===== src/rtl/sram_sp_arb_ctrl_if.sv =====
// Requester-side bus of sram_sp_arb_ctrl: read/write request handshakes and read response.
// master = cache-side pipeline, slave = controller.
interface sram_sp_arb_ctrl_if #(
    parameter int ADDR_W = 8,
    parameter int DATA_W = 172,
    parameter int MASK_W = 4
);
    logic              rd_valid;
    logic              rd_ready;
    logic [ADDR_W-1:0] rd_addr;
    logic              wr_valid;
    logic              wr_ready;
    logic [ADDR_W-1:0] wr_addr;
    logic [MASK_W-1:0] wr_mask;
    logic [DATA_W-1:0] wr_data;
    logic              rsp_valid;
    logic [DATA_W-1:0] rsp_data;

    modport master (
        output rd_valid, rd_addr, wr_valid, wr_addr, wr_mask, wr_data,
        input  rd_ready, wr_ready, rsp_valid, rsp_data
    );

    modport slave (
        input  rd_valid, rd_addr, wr_valid, wr_addr, wr_mask, wr_data,
        output rd_ready, wr_ready, rsp_valid, rsp_data
    );
endinterface


===== src/rtl/sram_sp_arb_ctrl.sv =====
// Single-port masked SRAM controller: write-priority arbitration with read starvation limit.
// Optional post-reset zero-fill sweep, enabled by defining SRAM_CTRL_INIT_EN.
module sram_sp_arb_ctrl #(
    parameter int ADDR_W       = 8,
    parameter int DATA_W       = 172,
    parameter int MASK_W       = 4,
    parameter int STARVE_LIMIT = 3
) (
    input  logic               clock,
    input  logic               reset_n,
    sram_sp_arb_ctrl_if.slave  bus,
    output logic               init_done,
    output logic               sram_en,
    output logic               sram_wmode,
    output logic [ADDR_W-1:0]  sram_addr,
    output logic [MASK_W-1:0]  sram_wmask,
    output logic [DATA_W-1:0]  sram_wdata,
    input  logic [DATA_W-1:0]  sram_rdata
);
    localparam int              SC_W   = $clog2(STARVE_LIMIT + 1);
    localparam logic [SC_W-1:0] SC_MAX = SC_W'(STARVE_LIMIT);

    logic              run;
    logic              in_init;
    logic [ADDR_W-1:0] sweep_addr;

`ifdef SRAM_CTRL_INIT_EN
    localparam logic [0:0] ST_INIT = 1'b0;
    localparam logic [0:0] ST_RUN  = 1'b1;

    logic [0:0]        state;
    logic [ADDR_W-1:0] init_cnt;

    always_ff @(posedge clock or negedge reset_n) begin
        if (!reset_n) begin
            state    <= ST_INIT;
            init_cnt <= '0;
        end else if (state == ST_INIT) begin
            init_cnt <= init_cnt + ADDR_W'(1);
            if (&init_cnt)
                state <= ST_RUN;
        end
    end

    assign init_done  = (state == ST_RUN);
    // Gate with reset_n so nothing reaches the macro while reset is held.
    assign in_init    = reset_n && (state == ST_INIT);
    assign run        = reset_n && (state == ST_RUN);
    assign sweep_addr = init_cnt;
`else
    assign init_done  = 1'b1;
    assign in_init    = 1'b0;
    assign run        = reset_n;
    assign sweep_addr = '0;
`endif

    logic [SC_W-1:0] starve_cnt;
    logic            rd_force;
    logic            rd_gnt;
    logic            wr_gnt;
    logic            rsp_vld_q;

    // Write wins a conflict unless the read has already lost STARVE_LIMIT times in a row.
    assign rd_force = (starve_cnt == SC_MAX);
    assign rd_gnt   = run && bus.rd_valid && (!bus.wr_valid || rd_force);
    assign wr_gnt   = run && bus.wr_valid && !(bus.rd_valid && rd_force);

    assign bus.rd_ready = rd_gnt;
    assign bus.wr_ready = wr_gnt;

    always_ff @(posedge clock or negedge reset_n) begin
        if (!reset_n)
            starve_cnt <= '0;
        else if (rd_gnt)
            starve_cnt <= '0;
        else if (wr_gnt && bus.rd_valid && starve_cnt != SC_MAX)
            starve_cnt <= starve_cnt + SC_W'(1);
    end

    always_ff @(posedge clock or negedge reset_n) begin
        if (!reset_n)
            rsp_vld_q <= 1'b0;
        else
            rsp_vld_q <= rd_gnt;
    end

    assign bus.rsp_valid = rsp_vld_q;
    assign bus.rsp_data  = sram_rdata;

    always_comb begin
        sram_en    = 1'b0;
        sram_wmode = 1'b0;
        sram_addr  = '0;
        sram_wmask = '0;
        sram_wdata = '0;
        if (in_init) begin
            sram_en    = 1'b1;
            sram_wmode = 1'b1;
            sram_addr  = sweep_addr;
            sram_wmask = '1;
        end else if (wr_gnt) begin
            sram_en    = 1'b1;
            sram_wmode = 1'b1;
            sram_addr  = bus.wr_addr;
            sram_wmask = bus.wr_mask;
            sram_wdata = bus.wr_data;
        end else if (rd_gnt) begin
            sram_en    = 1'b1;
            sram_addr  = bus.rd_addr;
        end
    end
endmodule


===== src/flat_wrapper.sv =====
// flat-port wrapper written by rule: the top's interface ports become plain ports
module sram_sp_arb_ctrl_flat 
#(
    parameter int ADDR_W       = 8,
    parameter int DATA_W       = 172,
    parameter int MASK_W       = 4,
    parameter int STARVE_LIMIT = 3
)
  (clock, reset_n, init_done, sram_en, sram_wmode, sram_addr, sram_wmask, sram_wdata, sram_rdata, bus_rd_valid, bus_rd_addr, bus_wr_valid, bus_wr_addr, bus_wr_mask, bus_wr_data, bus_rd_ready, bus_wr_ready, bus_rsp_valid, bus_rsp_data);
  sram_sp_arb_ctrl_if #(.ADDR_W(ADDR_W), .DATA_W(DATA_W), .MASK_W(MASK_W)) bus_i ();
  input  logic clock;
  input  logic reset_n;
  output logic init_done;
  output logic sram_en;
  output logic sram_wmode;
  output logic [ADDR_W-1:0] sram_addr;
  output logic [MASK_W-1:0] sram_wmask;
  output logic [DATA_W-1:0] sram_wdata;
  input  logic [DATA_W-1:0] sram_rdata;
  input wire logic [$bits(bus_i.rd_valid)-1:0] bus_rd_valid;
  input wire logic [$bits(bus_i.rd_addr)-1:0] bus_rd_addr;
  input wire logic [$bits(bus_i.wr_valid)-1:0] bus_wr_valid;
  input wire logic [$bits(bus_i.wr_addr)-1:0] bus_wr_addr;
  input wire logic [$bits(bus_i.wr_mask)-1:0] bus_wr_mask;
  input wire logic [$bits(bus_i.wr_data)-1:0] bus_wr_data;
  output wire logic [$bits(bus_i.rd_ready)-1:0] bus_rd_ready;
  output wire logic [$bits(bus_i.wr_ready)-1:0] bus_wr_ready;
  output wire logic [$bits(bus_i.rsp_valid)-1:0] bus_rsp_valid;
  output wire logic [$bits(bus_i.rsp_data)-1:0] bus_rsp_data;
  assign bus_i.rd_valid = bus_rd_valid;
  assign bus_i.rd_addr = bus_rd_addr;
  assign bus_i.wr_valid = bus_wr_valid;
  assign bus_i.wr_addr = bus_wr_addr;
  assign bus_i.wr_mask = bus_wr_mask;
  assign bus_i.wr_data = bus_wr_data;
  assign bus_rd_ready = bus_i.rd_ready;
  assign bus_wr_ready = bus_i.wr_ready;
  assign bus_rsp_valid = bus_i.rsp_valid;
  assign bus_rsp_data = bus_i.rsp_data;
  sram_sp_arb_ctrl #(.ADDR_W(ADDR_W), .DATA_W(DATA_W), .MASK_W(MASK_W), .STARVE_LIMIT(STARVE_LIMIT)) u_core (.clock(clock), .reset_n(reset_n), .bus(bus_i), .init_done(init_done), .sram_en(sram_en), .sram_wmode(sram_wmode), .sram_addr(sram_addr), .sram_wmask(sram_wmask), .sram_wdata(sram_wdata), .sram_rdata(sram_rdata));
endmodule

===== config.mk =====
export PLATFORM = sky130hd
export DESIGN_NAME = sram_sp_arb_ctrl_flat
export DESIGN_NICKNAME = d
export VERILOG_FILES = /design/src/rtl/sram_sp_arb_ctrl_if.sv /design/src/rtl/sram_sp_arb_ctrl.sv /design/src/flat_wrapper.sv
export SDC_FILE = /design/constraint.sdc
export NUM_CORES = 1
export LEC_CHECK = 0
export ABC_AREA = 1
export BUFFER_PORTS_ARGS = -buffer_cell sky130_fd_sc_hd__buf_4
export CORE_AREA = 2 2 280 282
export CTS_BUF_LIST = sky130_fd_sc_hd__clkbuf_2 sky130_fd_sc_hd__clkbuf_4 sky130_fd_sc_hd__clkbuf_8
export DETAILED_ROUTE_END_ITERATION = 10
export DIE_AREA = 0 0 282 284
export GPL_ROUTABILITY_DRIVEN = 0
export PLACE_DENSITY = 0.3
export SYNTH_ARGS = -nofsm -noshare
export SYNTH_HDL_FRONTEND = slang
export SYNTH_SLANG_ARGS = --single-unit
export TNS_END_PERCENT = 50

===== constraint.sdc =====
create_clock -name clock -period 2.22 [get_ports clock]
set_input_delay 0.444 -clock clock [delete_from_list [all_inputs] [get_ports clock]]
set_output_delay 0.444 -clock clock [all_outputs]
set_load 0.02 [all_outputs]

==> impl_metrics.yaml <==
finish:
  area.growth.synth_to_final_pct: 93.2
  diodes: 0
  design_area_um2: 6040
  drive_gt1_share_pct: 51.7
  nets: 1170
  fin_cells: 1840
clock_tree:
  cts_buffers: 3
  clock_path_buffers: 2
  root_buffer: "clkbuf_8"
  ctsHtreeMaxLevel: 1
  clock_sinks: 3
  ctsHoldBuffers: 0
  cts_tree: "yes"
  clock_latency_ns: 0.22
  clk_pin_slew_ns: 0.03
synthesis:
  yosysMostFrequentCell: "inv_1"
  ys.flop_type: "dfrtp_1"
  avgSynthCellArea_um2: 5.26
  yosysTopAreaCell: "buf_4"
  synth_area_um2: 3130
  yosys.area.top_type_share_pct: 42.5
  syn-num-nets: 963
  synth_seq_cells: 3
  synth_area_leaders: "buf_4 43%, inv_1 21%, nor2_1 20%, buf_6 4.3%, nand3_1 2.7%"
  synthTopCellsByCount: "179 x inv_1, 177 x buf_4, 169 x nor2_1"
  yosysSeqAreaShare_pct: 2.40
  syn_inst: 594
  ys_warn_count: 0
  synth_cell_types: 15
  synth_edf_count: 0
  async_reset_ff_share_pct: 100
sta:
  fin_crit_ns: 2.07
  slew_violations: 0
  holdWs_ns: 0.0197
  fmax_ghz: 0.483
  rsz0062_at_grt: "no"
  skew_ns: 0.000601
  hold_viol: 0
  setup_viol: 0
  setup_tns_ns: 0
  period_share_pct: 93.3
power:
  powerDensity_nw_per_um2: 206
  vdd.ir_drop.worst_mv: 0.144
  p_leak_nw: 3.54
place:
  postPlaceCellArea_um2: 5940
  dp_hpwl_um: 17900
  port_buffers: 384
  dp_cells: 1832
grt:
  overflow: 0
  antenna_found_initial: 8
  grt_pass1_vias: 3919
  grtUsageMet2_pct: 6.63
  grt.met1_usage_pct: 4.04
  grt_pass1_wl_um: 25500
  grt_max_degree: 49
  grt.busiest_layer: "met2"
  grt.total_usage_pct: 4.41
  use_met3_pct: 4.03
route:
  drt_wl_total_um: 20500
  via_count: 4024
  wire_per_inst_um: 11.1
  dr.first_iter.drc_count: 65
  drt-vias-per-instance: 2.19
  ant_nets: 0
  drc: 0
  first_pass_iters: 4
worst_setup_path:
  crit_path_frequent_cell: "buf_4"
  path_cells: "ha_2 > nand2_4 > nand2_8 > buf_4 > nor2_1 > buf_4"
  crit_arrival_ns: 1.63
  crit_type: "register to output pin"
  critPathLaunchType: "register"
  required_ns: 1.78
  end_kind: "output pin"
  cpPeakStageDelay_ns: 0.38
  critical-path-slowest-cell: "dfrtp_1"
  crit_fanout: 7
floorplanning:
  rows: 102
  die_area_um2: 80100
  io_pins: 730
  die_x_um: 282
  start_util_pct: 4.06
  coreArea_um2: 77000
  die_h_um: 284
job:
  max_cap_viol_count: 0
min_path:
  hold_class: "input port to asynchronous set/reset pin"
outcome:
  status: "finished clean"
metal layers:
metal  part of all wire [%]  vias to the layer above  wire (µm)
li1                       -                     1839          -
met1                     33                     1652       6830
met2                     39                      455       8040
met3                     22                       62       4540
met4                    4.5                       16        931
met5                   0.73                        -        150
path summary, 6_finish.rpt:
kind / cells after the start / to / from / slack (ns)
min reg2reg: 2 / u_core.starve_cnt[1] / u_core.starve_cnt[1] / 0.49
min in group clock: 2 / u_core.starve_cnt[1] / u_core.starve_cnt[1] / 0.49
max: 6 / sram_wdata[40] / u_core.starve_cnt[0] / 0.15
min: 1 / u_core.bus.rsp_valid / reset_n / 0.02
max in group asynchronous: 1 / u_core.starve_cnt[0] / reset_n / 2.10
max reg2reg: 4 / u_core.starve_cnt[1] / u_core.starve_cnt[0] / 1.19
registers in the layout (all words and copies together) (netlist names):
signal                cells
u_core.bus.rsp_valid      1
u_core.starve_cnt         2
cells by family after synthesis:
| logic type | after synthesis | share of synthesized area [%] |
|---|---|---|
| adders and majority gates | 1 | 0.400 |
| and+or+nand+nor | 215 | 27.7 |
| other | 1 | 0.120 |
| buffers and inverters | 374 | 69.4 |
| DFF | 3 | 2.40 |
per-stage QoR:
| step | total power, mW | setup slack, ns | utilization [%] |
|---|---|---|---|
| floorplan | 0.955 | 0.327 | - |
| global placement | 1.08 | 0.204 | 7.71 |
| detailed placement | 1.07 | 0.201 | 7.71 |
| CTS | 1.26 | 0.0100 | 7.80 |
| global route | 1.35 | 0.0276 | 7.85 |
| finish | 1.24 | 0.148 | 7.85 |
where the power goes:
| part | internal (mW) | total (mW) | switching (mW) |
|---|---|---|---|
| Sequential | 0.0630 | 0.0684 | 0.00545 |
| Combinational | 0.485 | 1.00 | 0.515 |
| Clock | 0.135 | 0.173 | 0.0385 |
placed cells by master (no fill, tap or decap):
cell and instances:
nand3_1 17, buf_4 389, nor2_1 169, nand2_4 2, nand2_2 1, dfrtp_1 3, clkbuf_4 1, nand2_8 1
nand2_1 16, clkbuf_8 3, buf_12 5, clkinv_1 1, conb_1 1, clkinv_4 1, nor2_2 10, inv_1 179
ha_2 1
cell type report:
cell class	instances	area (µm²)
timing repair buffer	394	3020
inverter	181	684
fill	9114	70900
multi-input combinational	218	910
tap	1040	1300
clock buffer	4	48.8
sequential	3	75.1
critical path: cells and delay by family, from the launching register on:
family        cells  cell delay [ns]
simple gates      3             0.38
fa+ha+maj         1             0.22
flops             1             0.38
buf+inv           2             0.40
what timing repair did:
| item | in CTS | in global routing |
|---|---|---|
| setup endpoints to repair | 2 | 33 |
| buffers inserted | 2 | 1 |
| resized for setup | 0 | 2 |
| cloned | 0 | 1 |
| pin swaps | 1 | 2 |
No activity file was read; power rests on OpenSTA's default activity.
